[src/rtl/instr_fetch_unit_pkg.sv]
// Shared types and constants for the LEGv8 instruction fetch stage.
package instr_fetch_unit_pkg;

  typedef enum logic [1:0] {
    REQ  = 2'd0,
    WAIT = 2'd1,
    HOLD = 2'd2
  } fetch_state_t;

  localparam int OPCODE_MSB  = 31;
  localparam int OPCODE_LSB  = 21;
  localparam int INSTR_BYTES = 4;

endpackage

[src/rtl/instr_fetch_unit_pc_gen.sv]
// Program counter for the fetch stage: sequential +4 advance, redirect load, word alignment.
module instr_fetch_unit_pc_gen
  import instr_fetch_unit_pkg::*;
#(
  parameter int                ADDR_W   = 64,
  parameter logic [ADDR_W-1:0] RESET_PC = '0
) (
  input  logic              clk,
  input  logic              rst,
  input  logic              load,
  input  logic              advance,
  input  logic [ADDR_W-1:0] target_pc,
  output logic [ADDR_W-1:0] pc
);

  function automatic logic [ADDR_W-1:0] align(input logic [ADDR_W-1:0] addr);
    return addr & ~ADDR_W'(INSTR_BYTES - 1);
  endfunction

  // A redirect takes priority over the sequential advance; the add wraps naturally.
  always_ff @(posedge clk or posedge rst) begin
    if (rst) begin
      pc <= align(RESET_PC);
    end else if (load) begin
      pc <= align(target_pc);
    end else if (advance) begin
      pc <= pc + ADDR_W'(INSTR_BYTES);
    end
  end

endmodule

[src/rtl/instr_fetch_unit.sv]
// LEGv8 fetch stage: one outstanding imem request, instruction buffer to decode, redirect squash.
module instr_fetch_unit
  import instr_fetch_unit_pkg::*;
#(
  parameter int                ADDR_W   = 64,
  parameter int                INSTR_W  = 32,
  parameter logic [ADDR_W-1:0] RESET_PC = '0
) (
  input  logic               clk,
  input  logic               rst,
  output logic               imem_req_valid,
  input  logic               imem_req_ready,
  output logic [ADDR_W-1:0]  imem_req_addr,
  input  logic               imem_rsp_valid,
  input  logic [INSTR_W-1:0] imem_rsp_data,
  output logic               dec_valid,
  input  logic               dec_ready,
  output logic [INSTR_W-1:0] dec_instr,
  output logic [10:0]        dec_opcode,
  output logic [ADDR_W-1:0]  dec_pc,
  input  logic               redirect_valid,
  input  logic [ADDR_W-1:0]  redirect_pc
);

  fetch_state_t       state_q;
  logic               kill_q;
  logic               dec_valid_q;
  logic [INSTR_W-1:0] dec_instr_q;
  logic [ADDR_W-1:0]  dec_pc_q;
  logic [ADDR_W-1:0]  pc;
  logic               hold_handshake;

  assign imem_req_valid = (state_q == REQ);
  assign imem_req_addr  = pc;
  assign hold_handshake = (state_q == HOLD) && dec_ready;

  instr_fetch_unit_pc_gen #(
    .ADDR_W   (ADDR_W),
    .RESET_PC (RESET_PC)
  ) u_pc_gen (
    .clk       (clk),
    .rst       (rst),
    .load      (redirect_valid),
    .advance   (hold_handshake),
    .target_pc (redirect_pc),
    .pc        (pc)
  );

  // kill marks an in-flight request whose response belongs to a squashed path.
  always_ff @(posedge clk or posedge rst) begin
    if (rst) begin
      state_q     <= REQ;
      kill_q      <= 1'b0;
      dec_valid_q <= 1'b0;
      dec_instr_q <= '0;
      dec_pc_q    <= '0;
    end else begin
      unique case (state_q)
        REQ: begin
          if (imem_req_ready) begin
            state_q <= WAIT;
            kill_q  <= redirect_valid;
          end
        end
        WAIT: begin
          if (imem_rsp_valid) begin
            if (kill_q || redirect_valid) begin
              kill_q  <= 1'b0;
              state_q <= REQ;
            end else begin
              dec_instr_q <= imem_rsp_data;
              dec_pc_q    <= pc;
              dec_valid_q <= 1'b1;
              state_q     <= HOLD;
            end
          end else if (redirect_valid) begin
            kill_q <= 1'b1;
          end
        end
        HOLD: begin
          if (redirect_valid || dec_ready) begin
            dec_valid_q <= 1'b0;
            state_q     <= REQ;
          end
        end
        default: begin
          state_q     <= REQ;
          kill_q      <= 1'b0;
          dec_valid_q <= 1'b0;
        end
      endcase
    end
  end

  assign dec_valid  = dec_valid_q;
  assign dec_instr  = dec_instr_q;
  assign dec_pc     = dec_pc_q;
  assign dec_opcode = dec_instr_q[OPCODE_MSB:OPCODE_LSB];

endmodule
[config.mk]
export PLATFORM = sky130hd
export DESIGN_NAME = instr_fetch_unit
export DESIGN_NICKNAME = d
export VERILOG_FILES = /design/src/rtl/instr_fetch_unit_pkg.sv /design/src/rtl/instr_fetch_unit_pc_gen.sv /design/src/rtl/instr_fetch_unit.sv
export SDC_FILE = /design/constraint.sdc
export NUM_CORES = 1
export LEC_CHECK = 0
export BUFFER_PORTS_ARGS = -buffer_cell sky130_fd_sc_hd__buf_2
export CORE_ASPECT_RATIO = 2
export CORE_MARGIN = 3
export CORE_UTILIZATION = 50
export DETAILED_ROUTE_END_ITERATION = 16
export PLACE_DENSITY = 0.82
export REMOVE_ABC_BUFFERS = 1
export SLEW_MARGIN = 5
export SYNTH_ARGS = -nofsm -noshare
export SYNTH_HDL_FRONTEND = slang
export SYNTH_SLANG_ARGS = --single-unit
export TNS_END_PERCENT = 50
[constraint.sdc]
create_clock -name clk -period 5.79 [get_ports clk]
set_input_delay 0.2895 -clock clk [delete_from_list [all_inputs] [get_ports clk]]
set_output_delay 0.2895 -clock clk [all_outputs]
set_load 0.03 [all_outputs]
==> metrics.md <==
| Metric | Value |
|---|---|
| Count of buffers from port buffering | `between 200 and 300` |
| Most common cell in the netlist | `dfrtp_1` |
| DR WL/cell | `18.61 um` |
| Post-CTS setup buffer count | `0` |
| R2R Setup Slk | `around 2.7 ns` |
| Commonest cells in the netlist | `dfrtp_1, mux2_2, nand2_1` |
| Yosys Warn Count | `0` |
| Power Density | `494.6 nW/um2` |
| Switching power | `0.001985 W` |
| CP endpoint kind | `flip-flop` |
| Clk sink count | `160` |
| Seq cells post-synth | `160` |
| Width of the chip | `93.44 um` |
| Count of final setup violators | `0` |
| Die area | `16900 um2` |
| Yosys top cell area share | `0.5237` |
| Cts repair resizes | `0` |
| Setup TNS | `0 ns` |
| Setup crit start kind | `flip-flop` |
| Aggregate global routing overflow | `0` |
| Via count | `6317` |
| RePlAce Congestion | `about 0.83` |
| Worst slew margin | `0.3915` |
| DR vias/cell | `about 5.5` |
| RSZ-0062 raised after global routing | `false` |
| Hold Buf Count CTS | `0` |
| Post-synth top flop | `dfrtp_1` |
| CTS tree | `built` |
| Worst-path clk slew | `roughly 0.07 ns` |
| Clock tree buffer depth | `2` |
| CTS root buf | `clkbuf_16` |
| Final min period | `3.138 ns` |
| Total CTS buffers | `17` |
| Synth Cell Area | `7645 um2` |
| Internal cell power | `around 0.0028 W` |
| Number of flops mapped to enable cells by yosys | `0` |
| Worst IR Drop VDD | `~0.00043 V` |
| Leak Pwr | `roughly 4.4 nW` |
| Top cells by area, synth | `dfrtp_1, mux2_2, nand2_1` |
| Layout cells sized above 1 | `0.4532` |
| H-Tree Level Count | `4` |
| Clock power frac | `0.243` |
| Worst Reg-to-Reg Cells | `6` |
| Nets | `1030` |
| Post-synthesis area per instance | `roughly 11 um2` |
| Post-route clock period utilization | `0.5420` |
| Kind of critical path | `reg -> reg` |
| Critical Path AT | `3.48 ns` |
| Unique cell type count in the Yosys netlist | `56` |
| Row count | `63` |
| Post-synth top area cell | `dfrtp_1` |
| CP max FO | `13` |
| IO Count | `275` |
| Ys async rst share | `1.000` |
| Worst Hold Class | `in -> async` |
| Clk_lat worst skew | `approximately 0.43 ns` |
| GR Util All Layers | `0.2561` |
| Global-route wire length before repair | `33.94 mm` |
| Worst Skew | `0.009258 ns` |
| HPWL reported at the end of detailed placement | `15.37 mm` |
| Largest net degree at the start of global routing | `104` |
| Final Util | `0.6443` |
| DRT Pass-1 Iters | `5` |
| Initial DRC count | `around 270` |
| Core area | `14900 um2` |
| R2R Path End | `u_pc_gen.pc[54]` |
| Initial antenna violation count | `4` |
| Worst-margin pin slew | `slightly above 0.9 ns` |
| P&R area growth vs syn | `25.56%` |
| Sw Ratio | `0.4181` |
| Maximum clock frequency | `0.3187 GHz` |
| Combinational Power Share | `0.391` |
| Register share of total power | `0.366` |
| Routed Antenna Nets | `0` |
| Worst Path Required | `6.14 ns` |
| Initial core utilization | `0.5131` |
| Outcome | `complete, no violations` |
| Drt total wl | `21.20 mm` |
| Seq/Total Area, Yosys | `0.5237` |
| Die H | `about 180 um` |
| Number of max-cap violations | `0` |
| Post-Syn Instances | `~700` |
| Pins Over Slew Limit | `0` |
| DRC | `0` |
| Number of global-route vias before repair | `6591` |
| Reg2reg start | `u_pc_gen.pc[2]` |
| Final hold viol count | `0` |
-- flip-flops by register name, indices dropped and copies added (netlist names) --
signal / cells
dec_instr: 32
dec_pc: 62
kill_q: 1
state_q: 2
dec_valid: 1
u_pc_gen.pc: 62
-- layout make-up --
| cell class | count | area (um2) |
|---|---|---|
| diodes | 4 | 10.01 |
| clock buffers | 18 | 429.2 |
| clock inverters | 14 | 167.7 |
| fillers | 1216 | 5299 |
| inverters | 7 | 31.28 |
| multi-input cells | 467 | 3327 |
| flip-flops and latches | 160 | 4004 |
| well taps | 195 | 244.0 |
| repair buffers | 274 | 1386 |
-- power by group through the flow --
stage / combinational [W] / sequential, W / clock, W
3_3_place_gp: 0.00184 / 0.00173 / 0
4_1_cts: 0.00188 / 0.00174 / 0.00117
5_1_grt: 0.00195 / 0.00179 / 0.00121
3_5_place_dp: 0.00187 / 0.00176 / 0
2_1_floorplan: 0.000448 / 0.00256 / 0
6_report: 0.00186 / 0.00174 / 0.00115
-- stage by stage --
stage	power [W]	setup slack, ns	instance area (um2)	hold WS (ns)	std cells
after floorplan	0.003008	1.181	7353	0.3949	634
after global placement	0.003573	2.760	8992	0.4834	1103
after detailed placement	0.003635	2.655	8992	0.4903	1103
after CTS	0.004790	2.620	9589	0.04562	1135
after global routing	0.004960	2.343	9599	0.06274	1139
final	0.004747	2.652	9599	0.02096	1139
-- critical path: stages (launching register included) --
cell and delay [ns]:
dfrtp_1 0.47, ha_1 0.24, nand4b_4 0.16, nor4_1 0.66
nand4b_1 0.67, or4_1 0.68, a31oi_1 0.18
-- layout by cell type, fill, tap and decap left out, types with 9 or more instances in the layout --
cell / netlist / layout
o21ai_0: 42 / 42
xnor2_1: 24 / 24
or3_1: 9 / 9
nor3_1: 13 / 13
nand2_1: 74 / 74
xor2_1: 13 / 13
clkbuf_16: 0 / 17
a31oi_1: 13 / 13
dfrtp_1: 160 / 160
nand3_1: 19 / 19
nor2_1: 31 / 31
or4_1: 15 / 15
nand4_1: 22 / 22
nor4_1: 11 / 11
buf_2: 4 / 268
mux2_2: 97 / 97
-- worst max-delay path by stage --
| stage | startpoint | end | slack [ns] |
|---|---|---|---|
| final | u_pc_gen.pc[2] | u_pc_gen.pc[54] | 2.65 |
| after global routing | u_pc_gen.pc[11] | u_pc_gen.pc[54] | 2.34 |
| after CTS | u_pc_gen.pc[2] | u_pc_gen.pc[54] | 2.62 |
| after detailed placement | u_pc_gen.pc[2] | u_pc_gen.pc[54] | 2.66 |
| after global placement | u_pc_gen.pc[11] | u_pc_gen.pc[54] | 2.76 |
| after floorplan | rst | dec_instr[0] | 1.18 |
-- logic make-up (layout without fill, tap and decap cells) --
kind of cell	count (synthesis)	count (layout)	share of synthesized area
DFF	160	160	0.5237
xor gates and xnor gates	37	37	0.04239
AOI/OAI and AO/OA	77	77	0.06105
and+or+nand+nor	249	249	0.1822
buffers and inverters	58	313	0.04304
adders and majority gates	1	1	0.001636
other	1	8	0.0004905
muxes	99	99	0.1455
-- routing by layer --
| metal | wire [um] | vias up | global-route usage |
|---|---|---|---|
| met2 | 11630 | 253 | 0.4616 |
| met3 | 1194 | 64 | 0.05542 |
| met5 | 13 | - | 0 |
| li1 | - | 2933 | - |
| met4 | 905 | 2 | 0.1257 |
| met1 | 7457 | 3065 | 0.2758 |
(Power assumes the default switching activity.)
